===== config.mk =====
export PLATFORM = sky130hd
export DESIGN_NAME = mux_pipe_nx1
export DESIGN_NICKNAME = d
export VERILOG_FILES = /design/src/rtl/mux_pipe_pkg.sv /design/src/rtl/skid_buf.sv /design/src/rtl/mux_pipe_nx1.sv
export SDC_FILE = /design/constraint.sdc
export NUM_CORES = 1
export LEC_CHECK = 0
export BUFFER_PORTS_ARGS = -buffer_cell sky130_fd_sc_hd__buf_2
export CAP_MARGIN = 20
export CORE_UTILIZATION = 40
export CTS_BUF_LIST = sky130_fd_sc_hd__clkbuf_8
export CTS_CLUSTER_SIZE = 14
export DETAILED_ROUTE_END_ITERATION = 10
export GPL_TIMING_DRIVEN = 1
export HOLD_SLACK_MARGIN = 0.08
export PLACE_DENSITY = 0.71
export SETUP_SLACK_MARGIN = 0.02
export SLEW_MARGIN = 20
export SYNTH_ARGS = -nofsm -noshare
export SYNTH_HDL_FRONTEND = slang
export SYNTH_SLANG_ARGS = --single-unit

===== constraint.sdc =====
create_clock -name clk -period 4.8 [get_ports clk]
set_clock_uncertainty 0.15 [all_clocks]
set_input_delay 0.72 -clock clk [delete_from_list [all_inputs] [get_ports clk]]
set_output_delay 0.72 -clock clk [all_outputs]
set_load 0.01 [all_outputs]

===== src/rtl/mux_pipe_pkg.sv =====
// ============================================================================
// Module : mux_pipe_pkg
// Brief  : Shared defaults and select-mode encodings for the N:1 pipelined
//          mux and for the PC/RD select logic that reuses them.
// Rev    : 1.0 - initial release
// ============================================================================
`default_nettype none

package mux_pipe_pkg;

  localparam int MUX_PIPE_WIDTH_DEFAULT = 32;
  localparam int MUX_PIPE_N_DEFAULT     = 4;

  // What an out-of-range select produces.
  typedef enum logic [0:0] {
    SEL_MODE_CLAMP = 1'b0,  // forward the highest-numbered input
    SEL_MODE_ZERO  = 1'b1   // forward all-zero data and flag the error
  } sel_mode_e;

  // True when a select value does not address one of the n inputs.
  function automatic logic sel_out_of_range(input logic [31:0] sel,
                                            input int unsigned n);
    return (sel >= n);
  endfunction

endpackage

`default_nettype wire


===== src/rtl/skid_buf.sv =====
// ============================================================================
// Module : skid_buf
// Brief  : Two-entry skid buffer (output register + skid register).
//          in_ready is a pure register output, so there is no combinational
//          path from out_ready back to the upstream side.
// Rev    : 1.0 - initial release
// ============================================================================
`default_nettype none

module skid_buf #(
  parameter int WIDTH = 32
) (
  input  logic             clk,
  input  logic             rst,
  input  logic             flush,
  input  logic [WIDTH-1:0] in_data,
  input  logic             in_valid,
  output logic             in_ready,
  output logic [WIDTH-1:0] out_data,
  output logic             out_valid,
  input  logic             out_ready
);

  logic             out_valid_q, out_valid_d;
  logic [WIDTH-1:0] out_data_q,  out_data_d;
  logic             skid_valid_q, skid_valid_d;
  logic [WIDTH-1:0] skid_data_q,  skid_data_d;

  logic accept;
  logic xfer;

  assign in_ready  = ~skid_valid_q;
  assign out_valid = out_valid_q;
  assign out_data  = out_data_q;
  assign accept    = in_valid & in_ready;
  assign xfer      = out_valid_q & out_ready;

  // Next state: refill the output stage from skid first, else from input.
  always_comb begin
    out_valid_d  = out_valid_q;
    out_data_d   = out_data_q;
    skid_valid_d = skid_valid_q;
    skid_data_d  = skid_data_q;
    if (flush) begin
      // Data registers keep their last contents; only the valids drop.
      out_valid_d  = 1'b0;
      skid_valid_d = 1'b0;
    end else if (!out_valid_q || xfer) begin
      if (skid_valid_q) begin
        // Skid holds the older entry; in_ready is low so no accept here.
        out_data_d   = skid_data_q;
        out_valid_d  = 1'b1;
        skid_valid_d = 1'b0;
      end else if (accept) begin
        out_data_d  = in_data;
        out_valid_d = 1'b1;
      end else begin
        out_valid_d = 1'b0;
      end
    end else if (accept) begin
      // Output stalled: park the new entry in the skid register.
      skid_data_d  = in_data;
      skid_valid_d = 1'b1;
    end
  end

  // State registers; reset overrides flush and any accept.
  always_ff @(posedge clk) begin
    if (rst) begin
      out_valid_q  <= 1'b0;
      out_data_q   <= '0;
      skid_valid_q <= 1'b0;
      skid_data_q  <= '0;
    end else begin
      out_valid_q  <= out_valid_d;
      out_data_q   <= out_data_d;
      skid_valid_q <= skid_valid_d;
      skid_data_q  <= skid_data_d;
    end
  end

endmodule

`default_nettype wire


===== src/rtl/mux_pipe_nx1.sv =====
// ============================================================================
// Module : mux_pipe_nx1
// Brief  : N:1 mux with a one-cycle registered, skid-buffered output.
//          The select is resolved when an entry is accepted.
//          Optional macro MUX_PIPE_SEL_CHECK_EN: out-of-range selects store
//          zero and raise the sticky sel_err output (cleared only by rst).
//          Without it, out-of-range selects forward input N-1.
// Rev    : 1.0 - initial release
// ============================================================================
`default_nettype none

module mux_pipe_nx1
  import mux_pipe_pkg::*;
#(
  parameter  int WIDTH = MUX_PIPE_WIDTH_DEFAULT,
  parameter  int N     = MUX_PIPE_N_DEFAULT,
  localparam int SELW  = $clog2(N)
) (
  input  logic               clk,
  input  logic               rst,
  input  logic [N*WIDTH-1:0] in_data,
  input  logic [SELW-1:0]    in_sel,
  input  logic               in_valid,
  output logic               in_ready,
  input  logic               flush,
  output logic [WIDTH-1:0]   out_data,
  output logic               out_valid,
`ifdef MUX_PIPE_SEL_CHECK_EN
  output logic               sel_err,
`endif
  input  logic               out_ready
);

`ifdef MUX_PIPE_SEL_CHECK_EN
  localparam sel_mode_e SEL_MODE = SEL_MODE_ZERO;
`else
  localparam sel_mode_e SEL_MODE = SEL_MODE_CLAMP;
`endif

  logic [WIDTH-1:0] sel_data;

  // Select the addressed input; out-of-range falls to the mode default.
  always_comb begin
    sel_data = (SEL_MODE == SEL_MODE_ZERO) ? '0 : in_data[(N-1)*WIDTH +: WIDTH];
    for (int k = 0; k < N; k++) begin
      if (32'(in_sel) == 32'(k)) sel_data = in_data[k*WIDTH +: WIDTH];
    end
  end

  skid_buf #(
    .WIDTH (WIDTH)
  ) u_skid (
    .clk       (clk),
    .rst       (rst),
    .flush     (flush),
    .in_data   (sel_data),
    .in_valid  (in_valid),
    .in_ready  (in_ready),
    .out_data  (out_data),
    .out_valid (out_valid),
    .out_ready (out_ready)
  );

`ifdef MUX_PIPE_SEL_CHECK_EN
  logic sel_err_q, sel_err_d;

  // Sticky error: set by any accepted out-of-range select, even if flushed.
  always_comb begin
    sel_err_d = sel_err_q;
    if (in_valid && in_ready && sel_out_of_range(32'(in_sel), N)) sel_err_d = 1'b1;
  end

  // Error flag register; only rst clears it.
  always_ff @(posedge clk) begin
    if (rst) sel_err_q <= 1'b0;
    else     sel_err_q <= sel_err_d;
  end

  assign sel_err = sel_err_q;
`endif

endmodule

`default_nettype wire


==> impl_metrics.py <==
metrics = {
    "status": {
        "status": "complete, no violations",
    },
    "global_route": {
        "grtUsageTotal": 0.217,
        "wire_length_of_the_first_global_routing_pass_um": 15000,
        "grt.overflow.total": 0,
        "antenna_found_initial": 0,
        "first_global_vias": 3214,
        "largest_net_degree_at_the_start_of_global_routing": 36,
    },
    "pwr": {
        "reported_leakage_power_uw": 0.00194,
        "pwr_density_cell_nw_per_um2": 275,
        "vdd.ir_drop.worst_mv": 0.118,
    },
    "clock_network": {
        "worst_skew_pair.late_latency_ns": 0.34,
        "cts_num_sinks": 66,
        "clk_transition_reported_paths_ns": 0.07,
        "cts_tree": "done",
        "postCtsResizedCells": 0,
        "max-clock-path-buffers": 2,
        "cts_buffers": 9,
        "cts_root_buf": "sky130_fd_sc_hd__clkbuf_8",
        "cts_max_level": 3,
        "postCtsSetupRepairBufs": 0,
        "cts_hold_repair.buffers": 0,
    },
    "timing": {
        "finalHoldViolations": 0,
        "clock.fmax_mhz": 423,
        "max_slew.worst_pin.slew_ns": 1.08,
        "grt_setup_unrepaired": "false",
        "report.final.setup_viol": 0,
        "finalCritPeriodShare": 0.492,
        "min_period_ns": 2.36,
        "report.final.slew_viol_count": 0,
        "tns_ns": 0,
        "max-slew-margin-rel": 0.275,
    },
    "placed_design": {
        "gpl.final_weighted_congestion": 0.735,
        "hpwl_um": 6290,
        "placement.io_buffers": 168,
    },
    "floorplan": {
        "die_h_um": 96.3,
        "boundaryPins": 169,
        "std_cell_rows": 34,
        "core_region_area_um2": 8680,
        "initial_utilization": 0.410,
        "overall_die_area_um2": 9270,
        "die_width_um": 96.3,
    },
    "critical_path": {
        "setup.worst_path.start_class": "primary input",
        "timing.reg2reg.worst_path_depth": 4,
        "critical_path.reg2reg.startpoint": "u_skid.skid_valid_q$_SDFFE_PP0P_",
        "worst_ep_required_time_ns": 4.93,
        "timing.critical_path.fanout_max": 34,
        "endpoint_kind": "register",
        "worstSetupPathType": "primary input to register",
        "timing.critical_path.arrival_ns": 2.49,
        "startpoint": "rst",
    },
    "logic_synthesis": {
        "yosysSeqAreaShare": 0.372,
        "synthesis.area_per_instance_um2": 11.5,
        "synth_warnings": 0,
        "synth.lib_cells_used.distinct": 24,
        "post-synth-top-area-fraction": 0.372,
        "postSynthCellCount": 309,
        "yosys.area.top_type": "sky130_fd_sc_hd__dfxtp_1",
        "cell_types_with_the_largest_area_share_after_synthesis": "sky130_fd_sc_hd__dfxtp_1 (37%), sky130_fd_sc_hd__mux4_2 (19%), sky130_fd_sc_hd__a311oi_2 (12%)",
        "mapped_area_um2": 3550,
        "postSynthRegisterBits": 66,
        "postSynthNetCount": 444,
    },
    "route": {
        "drt.antenna.violating_nets": 0,
        "drc_errors": 0,
        "detail_route.wirelength_um": 9500,
        "detail_route.iter0.violations": 126,
        "drt_pre_antenna_iters": 4,
        "vias_per_cell": 5.71,
        "wire_per_inst_um": 16.7,
        "dr_total_vias": 3245,
    },
    "min_path": {
        "min_delay_startpoint": "u_skid.skid_data_q[6]$_SDFFE_PP0P_",
        "timing.hold.worst.class": "register to register",
        "hold_path_depth": 1,
    },
    "finish": {
        "layout.nets": 591,
        "fin_util": 0.522,
        "antenna_cells_inserted": 0,
        "layout-drive-gt1-share": 0.548,
        "flow.area_growth_from_synthesis_pct": 27.3,
    },
    "run": {
        "drv_cap": 0,
    },
}
report_power, final:
| group | internal (uW) | switching [uW] | total [uW] |
|---|---|---|---|
| registers | 570 | 11.2 | 581 |
| clock network | 208 | 203 | 411 |
| logic | 132 | 123 | 254 |
| total | 910 | 337 | 1250 |
layer usage:
layer / track usage / share of wire / vias up
li1: - / - / 1521
met1: 0.250 / 0.40 / 1558
met2: 0.382 / 0.50 / 153
met3: 0.0616 / 0.093 / 13
met4: 0.0734 / 0.013 / 0
met5: 0 / 0 / -
cell usage after synthesis (all sizes together):
library cell / n
a21boi: 1
nand2: 64
dfxtp: 66
inv: 2
nor3: 1
and4: 1
a311oi: 32
nand2b: 1
a41oi: 1
and3: 1
a22o: 32
clkbuf: 12
nor2: 2
mux4: 32
or2: 1
buf: 27
a31oi: 32
nor2b: 1
layout by cell type (no fill, tap or decap):
master / n
sky130_fd_sc_hd__nor3_2: 1
sky130_fd_sc_hd__inv_2: 1
sky130_fd_sc_hd__inv_1: 2
sky130_fd_sc_hd__nor2_1: 2
sky130_fd_sc_hd__a311oi_2: 29
sky130_fd_sc_hd__dfxtp_1: 66
sky130_fd_sc_hd__a311oi_1: 3
sky130_fd_sc_hd__a21boi_0: 1
sky130_fd_sc_hd__buf_2: 167
sky130_fd_sc_hd__mux4_1: 2
sky130_fd_sc_hd__nand2b_1: 1
sky130_fd_sc_hd__nand2_1: 64
sky130_fd_sc_hd__a22o_1: 32
sky130_fd_sc_hd__buf_4: 8
sky130_fd_sc_hd__and4_1: 1
sky130_fd_sc_hd__and3_1: 1
sky130_fd_sc_hd__or2_2: 1
sky130_fd_sc_hd__clkbuf_8: 11
sky130_fd_sc_hd__a41oi_4: 1
sky130_fd_sc_hd__mux4_2: 30
sky130_fd_sc_hd__clkinv_2: 3
sky130_fd_sc_hd__nor2b_1: 1
sky130_fd_sc_hd__a31oi_1: 32
area by class of cell:
cell class / instances / area (um^2)
Clock inverter: 4 / 18.8
Inverter: 2 / 7.51
Sequential cell: 66 / 1320
Fill cell: 811 / 4150
Timing Repair Buffer: 175 / 896
Tap cell: 108 / 135
Multi-Input combinational cell: 202 / 2000
Clock buffer: 11 / 151
worst max-delay path, cell delays in order:
cell and delay (ns):
sky130_fd_sc_hd__buf_2 0.10, sky130_fd_sc_hd__buf_4 0.29, sky130_fd_sc_hd__nor2_1 0.21, sky130_fd_sc_hd__and4_1 0.63
sky130_fd_sc_hd__buf_4 0.36, sky130_fd_sc_hd__a22o_1 0.16
registers in the layout, indices dropped and copies added, names as in the netlist:
register,count
u_skid.skid_valid_q,1
u_skid.out_data,32
u_skid.out_valid,1
u_skid.skid_data_q,32
logic make-up after synthesis:
logic type,synth area share
compound gates,0.270
flops,0.372
buf+inv,0.0732
mux,0.205
simple gates,0.0806
final timing paths:
kind	endpoint	slack (ns)
min reg2reg	u_skid.skid_data_q[6]$_SDFFE_PP0P_	0.33
max reg2reg	u_skid.skid_data_q[26]$_SDFFE_PP0P_	2.49
max	u_skid.skid_data_q[26]$_SDFFE_PP0P_	2.44
min	u_skid.skid_data_q[6]$_SDFFE_PP0P_	0.33
metrics by stage:
stage | worst slack, ns | power [uW] | instance area (um^2) | std cells | hold slack (ns)
after floorplan | 2.86 | 759 | 3550 | 309 | 0.299
after global placement | 2.07 | 842 | 4350 | 553 | 0.311
after detailed placement | 2.01 | 850 | 4350 | 553 | 0.313
after CTS | 2.38 | 1260 | 4520 | 568 | 0.333
after global routing | 2.30 | 1310 | 4530 | 568 | 0.349
final | 2.44 | 1250 | 4530 | 568 | 0.332
Power figures use the tool's default switching activity.
